`src/rtl/cpu_control_unit.sv`:
```
// Fetch/decode/execute sequencer for the 16-bit accumulator CPU.
// Outputs are decoded from the current state and IR; only state, retired and illegal are registered.
module cpu_control_unit #(
    parameter int RETIRED_W = 16
) (
    input  logic                 clock,
    input  logic                 reset_n,
    input  logic                 start,
    input  logic [15:0]          instr,
    input  logic                 acc_neg,
    input  logic                 acc_zero,
    output logic                 pc_write,
    output logic                 pc_sel,
    output logic                 mar_write,
    output logic                 mar_sel,
    output logic                 ir_write,
    output logic                 mbr_write,
    output logic                 mbr_sel,
    output logic                 acc_write,
    output logic                 acc_sel,
    output logic [3:0]           alu_opcode,
    output logic                 mem_write,
    output logic                 halted,
    output logic                 illegal,
    output logic [3:0]           state,
    output logic [RETIRED_W-1:0] retired
);

    // state       | meaning
    // IDLE        | waiting for start
    // FETCH_ADDR  | MAR <= PC
    // FETCH_READ  | instruction read in flight
    // FETCH_LOAD  | IR <= mem, PC <= PC+1
    // DECODE      | dispatch on opcode; JUMP/SKIPCOND load PC here
    // EXEC_READ   | operand read in flight
    // EXEC_MBR    | MBR <= mem
    // EXEC_ACC    | ACC <= MBR or ALU result
    // STORE_MBR   | MBR <= ACC
    // STORE_WRITE | mem[MAR] <= MBR
    // HALTED      | parked until reset
    typedef enum logic [3:0] {
        IDLE        = 4'd0,
        FETCH_ADDR  = 4'd1,
        FETCH_READ  = 4'd2,
        FETCH_LOAD  = 4'd3,
        DECODE      = 4'd4,
        EXEC_READ   = 4'd5,
        EXEC_MBR    = 4'd6,
        EXEC_ACC    = 4'd7,
        STORE_MBR   = 4'd8,
        STORE_WRITE = 4'd9,
        HALTED      = 4'd10
    } state_t;

    localparam logic [3:0] OP_NOP   = 4'h0;
    localparam logic [3:0] OP_LOAD  = 4'h1;
    localparam logic [3:0] OP_STORE = 4'h2;
    localparam logic [3:0] OP_ADD   = 4'h3;
    localparam logic [3:0] OP_SUB   = 4'h4;
    localparam logic [3:0] OP_JUMP  = 4'h5;
    localparam logic [3:0] OP_SKIP  = 4'h6;
    localparam logic [3:0] OP_HALT  = 4'h7;

    localparam logic [RETIRED_W-1:0] RETIRED_ONE = {{(RETIRED_W-1){1'b0}}, 1'b1};

    state_t     state_q;
    logic [3:0] opcode;
    logic       skip_taken;
    logic       unused_operand_bits;

    assign opcode              = instr[15:12];
    assign state               = state_q;
    assign unused_operand_bits = ^instr[9:0];

    always_comb begin
        case (instr[11:10])
            2'b00:   skip_taken = acc_neg;
            2'b01:   skip_taken = acc_zero;
            2'b10:   skip_taken = !acc_neg && !acc_zero;
            default: skip_taken = 1'b0;
        endcase
    end

    always_ff @(posedge clock or negedge reset_n) begin
        if (!reset_n) begin
            state_q <= IDLE;
            retired <= '0;
            illegal <= 1'b0;
        end else begin
            case (state_q)
                IDLE:        if (start) state_q <= FETCH_ADDR;
                FETCH_ADDR:  state_q <= FETCH_READ;
                FETCH_READ:  state_q <= FETCH_LOAD;
                FETCH_LOAD:  state_q <= DECODE;
                DECODE: begin
                    case (opcode)
                        OP_NOP, OP_JUMP, OP_SKIP: begin
                            state_q <= FETCH_ADDR;
                            retired <= retired + RETIRED_ONE;
                        end
                        OP_LOAD, OP_ADD, OP_SUB: state_q <= EXEC_READ;
                        OP_STORE:                state_q <= STORE_MBR;
                        OP_HALT: begin
                            state_q <= HALTED;
                            retired <= retired + RETIRED_ONE;
                        end
                        default: begin
                            state_q <= HALTED;
                            illegal <= 1'b1;
                        end
                    endcase
                end
                EXEC_READ:   state_q <= EXEC_MBR;
                EXEC_MBR:    state_q <= EXEC_ACC;
                EXEC_ACC, STORE_WRITE: begin
                    state_q <= FETCH_ADDR;
                    retired <= retired + RETIRED_ONE;
                end
                STORE_MBR:   state_q <= STORE_WRITE;
                HALTED:      state_q <= HALTED;
                default:     state_q <= IDLE;
            endcase
        end
    end

    always_comb begin
        pc_write   = 1'b0;
        pc_sel     = 1'b0;
        mar_write  = 1'b0;
        mar_sel    = 1'b0;
        ir_write   = 1'b0;
        mbr_write  = 1'b0;
        mbr_sel    = 1'b0;
        acc_write  = 1'b0;
        acc_sel    = 1'b0;
        alu_opcode = 4'b0000;
        mem_write  = 1'b0;
        halted     = 1'b0;
        case (state_q)
            FETCH_ADDR: mar_write = 1'b1;
            FETCH_LOAD: begin
                ir_write = 1'b1;
                pc_write = 1'b1;
            end
            DECODE: begin
                case (opcode)
                    OP_LOAD, OP_ADD, OP_SUB, OP_STORE: begin
                        mar_write = 1'b1;
                        mar_sel   = 1'b1;
                    end
                    OP_JUMP: begin
                        pc_write = 1'b1;
                        pc_sel   = 1'b1;
                    end
                    OP_SKIP: pc_write = skip_taken;
                    default: ;
                endcase
            end
            EXEC_MBR: mbr_write = 1'b1;
            EXEC_ACC: begin
                acc_write = 1'b1;
                case (opcode)
                    OP_LOAD: acc_sel    = 1'b1;
                    OP_SUB:  alu_opcode = 4'b0001;
                    default: ;
                endcase
            end
            STORE_MBR: begin
                mbr_write = 1'b1;
                mbr_sel   = 1'b1;
            end
            STORE_WRITE: mem_write = 1'b1;
            HALTED:      halted    = 1'b1;
            default: ;
        endcase
    end

endmodule

```
`config.mk`:
```
export PLATFORM = sky130hd
export DESIGN_NAME = cpu_control_unit
export DESIGN_NICKNAME = d
export VERILOG_FILES = /design/src/rtl/cpu_control_unit.sv
export SDC_FILE = /design/constraint.sdc
export NUM_CORES = 1
export LEC_CHECK = 0
export CORE_UTILIZATION = 30
export CTS_BUF_LIST = sky130_fd_sc_hd__clkbuf_2
export DETAILED_ROUTE_END_ITERATION = 7
export PLACE_DENSITY_LB_ADDON = 0.3
export SKIP_CTS_REPAIR_TIMING = 1
export SLEW_MARGIN = 20
export SYNTH_ARGS = -nofsm -noshare
export SYNTH_HDL_FRONTEND = slang
export SYNTH_SLANG_ARGS = --single-unit
```
`constraint.sdc`:
```
create_clock -name clock -period 3.2 [get_ports clock]
set_input_delay 0.48 -clock clock [delete_from_list [all_inputs] [get_ports clock]]
set_output_delay 0.48 -clock clock [all_outputs]
set_load 0.005 [all_outputs]
```
# Word-level counts from Yosys, hierarchy flattened

Cells that the tools add are included.

Register bits: 21
Input port bits: 21
Output and inout port bits: 36
Word-level logic and storage cells: 65

Add/sub/neg operators: 1
Equal/unequal tests: 21
Multiplexer cells: 23
Bitwise gates (word level): 1
Reduce and logical (&&, ||, !) cells: 16

Operators by type and width:

| operator                                                         | number |
|---|---|
| 4-bit case mux with 10 select lines                              | 1 |
| 4-bit by 3-bit == test with 1-bit output (second input constant) | 8 |
| 16-bit case mux with 2 select lines                              | 1 |
| 16-bit by 1-bit adder with 16-bit output (second input constant) | 1 |
| 4-bit by 2-bit == test with 1-bit output (second input constant) | 4 |
| 16-bit two-way mux                                               | 1 |
| 1-bit two-way mux                                                | 14 |
| 4-bit == test (second input constant)                            | 3 |
| 4-bit case mux with 3 select lines                               | 1 |
| 4-bit by 1-bit == test with 1-bit output (second input constant) | 2 |
| 4-bit logical NOT                                                | 2 |
| 4-bit OR reduction                                               | 2 |
| 8-bit OR reduction                                               | 1 |
| 1-bit case mux with 2 select lines                               | 3 |
| 3-bit OR reduction                                               | 2 |
| 4-bit two-way mux                                                | 1 |
| 2-bit inequality test (second input constant)                    | 2 |
| 2-bit AND reduction                                              | 2 |
| 2-bit OR reduction                                               | 2 |
| 1-bit case mux with 3 select lines                               | 1 |
| 2-bit by 1-bit == test with 1-bit output (second input constant) | 1 |
| 2-bit == test (second input constant)                            | 1 |
| 1-bit logical NOT                                                | 2 |
| 2-bit logical NOT                                                | 1 |
| other kinds (3)                                                  | 3 |

# Logic depth before layout (Yosys ltp)

Depth in word-level cells: 5
Depth in mapped cells: 6
Depth with buffers taken out: 4

# Least setup slack after synthesis

OpenSTA, ideal clock, no wires.

Path kind: register to output
From: register state_q[1] (netlist: state[1])
To: output pc_write
Data arrival time: 1.479 ns
Data required time: 2.720 ns
Path slack: 1.241 ns
Stages on the path, launching flop included: 5
Cell sequence: dfrtp_1 > or4b_4 > nor2_1 > and4b_1 > a211o_1

Longest elaborated chain between the ends: 2
Elaborated cells between the ends (all ways): 3

RTL lines:

| item                                                                                                 | RTL line | RTL |
|---|---|---|
| from (decl)                                                                                          | 66       | `state_t state_q;` |
| from (signal assigned)                                                                               | 86       | `state_q <= IDLE;` |
| from (signal assigned)                                                                               | 91       | `IDLE: if (start) state_q <= FETCH_ADDR;` |
| from (signal assigned)                                                                               | 92       | `FETCH_ADDR: state_q <= FETCH_READ;` |
| 4-bit by 3-bit == test with 1-bit output or 4-bit by 2-bit == test with 1-bit output (tied branches) | 139      | `case (state_q)` |
| 1-bit case mux with 2 select lines *                                                                 | 139      |  |
| to (decl)                                                                                            | 12       | `output logic pc_write,` |

Every way passes the cells marked *; elsewhere a longest branch is shown, timed or not.

# Worst setup path in the final report

From: register state_q[2] (netlist: state[2])
To: output pc_write

The elaborated chain is that of the path after synthesis.

==> flow_summary.ini <==
[outcome]
status = finished clean

[global_route]
use_met1_pct = 18.7
grt_use_total_pct = 15.0
grt.met2_usage_pct = 25.3
grt_pass1_wl_um = 5110
grt_max_degree = 22
antenna_found_initial = 0
grt-ovfl-total = 0
busiest_layer = met2
grt_pass1_vias = 1127
grtUsageMet3_pct = 2.03

[layout]
mostFrequentLayoutCells = clkdlybuf4s50_1, dfrtp_1, xnor2_1
instances_no_fill = 223
syn2layout_area_growth_pct = 37.6
fill_cells = 393
fin_area_sq_um = 1750
layout.nets = 196
drive_gt1_share_pct = 6.94
utilization_pct = 43.5
antenna_cells = 0
final_common_cell = clkdlybuf4s50_1

[synthesis]
synth_top_flop_cell = dfrtp_1
synth_edf_count = 0
ys_seq_area_share_pct = 41.2
yosys.area.top_type = dfrtp_1
yosys_warnings = 0
ys_seq_elements = 21
netlist.area_leader.share_pct = 41.2
netlist_instances = 132
ys_types = 40
synth_area_sq_um = 1270
async_flop_share_pct = 100
synth_area_leaders = dfrtp_1, xnor2_1, o2111ai_1, and3_1, nand2b_1
avgSynthCellArea_sq_um = 9.66

[job]
max_cap_violations = 0

[route]
ant_nets = 0
num_vias = 1148
vias_per_cell = 5.15
drc = 0
drt_wl_total_um = 3110
drt_first_iter_violations = 44
dr.pass1.iters = 4
wl_per_cell_um = 14.0

[setup_path]
path_class = reg -> out
worst_r2r_startpoint = state[2]
cp-end-kind = output pin
cp-start-kind = flop
worstPathArrival_ns = 2.49
max_stage_delay_ns = 0.63
slowest_stage = dfrtp_1
crit_start = state[2]
worst-path-max-fanout = 14
path_cells = or4b_4 -> nor2_1 -> and4b_1 -> a211o_1 -> clkdlybuf4s50_1
cp.required_ns = 2.72

[placement]
routabilityCongestion = 0.742
place_hpwl_um = 2280
io_buffers = 43
place_area_sq_um = 1730
placed_cells = 219
place_ws_ns = 0.426

[timing]
finClkSkew_ns = 0.0125
rsz0062_at_grt = no
finalCritPeriodShare_pct = 92.7
report.final.setup_viol = 0
drv_slew = 0
fin_crit_ns = 2.97
hold_viol_final = 0
fmax_mhz = 337
worst_pin_slew_ns = 0.930
relSlewSlack_pct = 37.8
tns_ns = 0
whs_ns = 0.489
worst_slack_ns = 0.232

[floorplan]
die_area_sq_um = 4510
die_h_um = 67.2
die_x_um = 67.2
initial_core_util_pct = 31.6
coreArea_sq_um = 4030
io_pins = 57
fp-row-count = 23

[pwr]
combPwrFrac_pct = 46.4
p_leak_nw = 0.690
total_power_mw = 0.967
switching_share_pct = 37.1
intPower_mw = 0.608
pwr-share-clk_pct = 11.4
power_density_nw_per_um2 = 551
seqPwrFrac_pct = 42.2
ir_worst_vdd_mv = 0.345
p_switching_mw = 0.359

[clock_network]
clock_path_buffers = 2
insertion_delay_ns = 0.32
cts_tree = done
clock-sinks = 21
numCtsBuffers = 3
htreeDepth = 1
cts_root_buf = clkbuf_2
path_clk_slew_ns = 0.21

[min_path]
min_from = retired[15]
hold_class = reg -> reg
## cell usage after synthesis, types with 2 or more instances
library cell  instances
a21oi_1               6
a31oi_1               2
and2_1                2
and3_1                5
and4b_1               2
buf_4                 3
clkbuf_1              5
dfrtp_1              21
inv_1                 5
mux2_2                2
nand2_1               6
nand2b_1              5
nand4_1               2
nor2_1                7
nor3_1                5
nor4_1                2
o2111ai_1             8
o211ai_1              3
o21ai_0               4
o31ai_1               2
or3_1                 2
xnor2_1              15
## worst max-delay path, delay by kind of cell (launching register included)
family | cells | cell delay, ns
flops | 1 | 0.63
simple gates | 3 | 0.95
compound gates | 1 | 0.11
buf+inv | 1 | 0.48
## power groups by stage
stage               logic (mW)  registers (mW)  clock network (mW)
global placement         0.440           0.408                   0
CTS                      0.455           0.408               0.118
finish                   0.448           0.409               0.110
global route             0.499           0.422               0.128
floorplan                0.252           0.376                   0
detailed placement       0.454           0.411                   0
## routing by layer
metal	part of all wire, %	vias to the layer above
li1	-	560
met1	46	557
met2	49	29
met3	4.6	2
met4	0.87	0
met5	0	-
## area by class of cell
class,count,area (sq um),area share [%]
Sequential cell,21,527,30.0
Tap cell,50,62.6,3.57
Clock inverter,1,5.00,0.285
Timing Repair Buffer,45,445,25.4
Multi-Input combinational cell,98,681,38.8
Inverter,5,18.8,1.07
Clock buffer,3,15.0,0.856
## registers in the layout, summed over array words and instances, names as in the netlist
register / cells
illegal: 1
retired: 16
state: 4
## logic make-up (layout without fill, tap and decap cells)
logic type	count (synthesis)	after routing	synth area share, %
other cells	1	3	0.294
buf+inv	15	54	5.99
fa+ha+maj	1	1	0.981
mux	3	3	2.55
compound gates	32	32	18.4
xor+xnor	15	15	10.3
simple gates	44	44	20.3
flops	21	21	41.2
## final timing paths
| check | end | slack [ns] | depth (start not counted) |
|---|---|---|---|
| max | pc_write | 0.23 | 5 |
| min | retired[15] | 0.49 | 1 |
| max reg2reg | retired[1] | 0.99 | 4 |
| min reg2reg | retired[15] | 0.49 | 1 |
| max in group asynchronous | state[1] | 1.94 | 1 |
| min in group asynchronous | retired[2] | 0.64 | 1 |
Power figures use the tool's default switching activity.
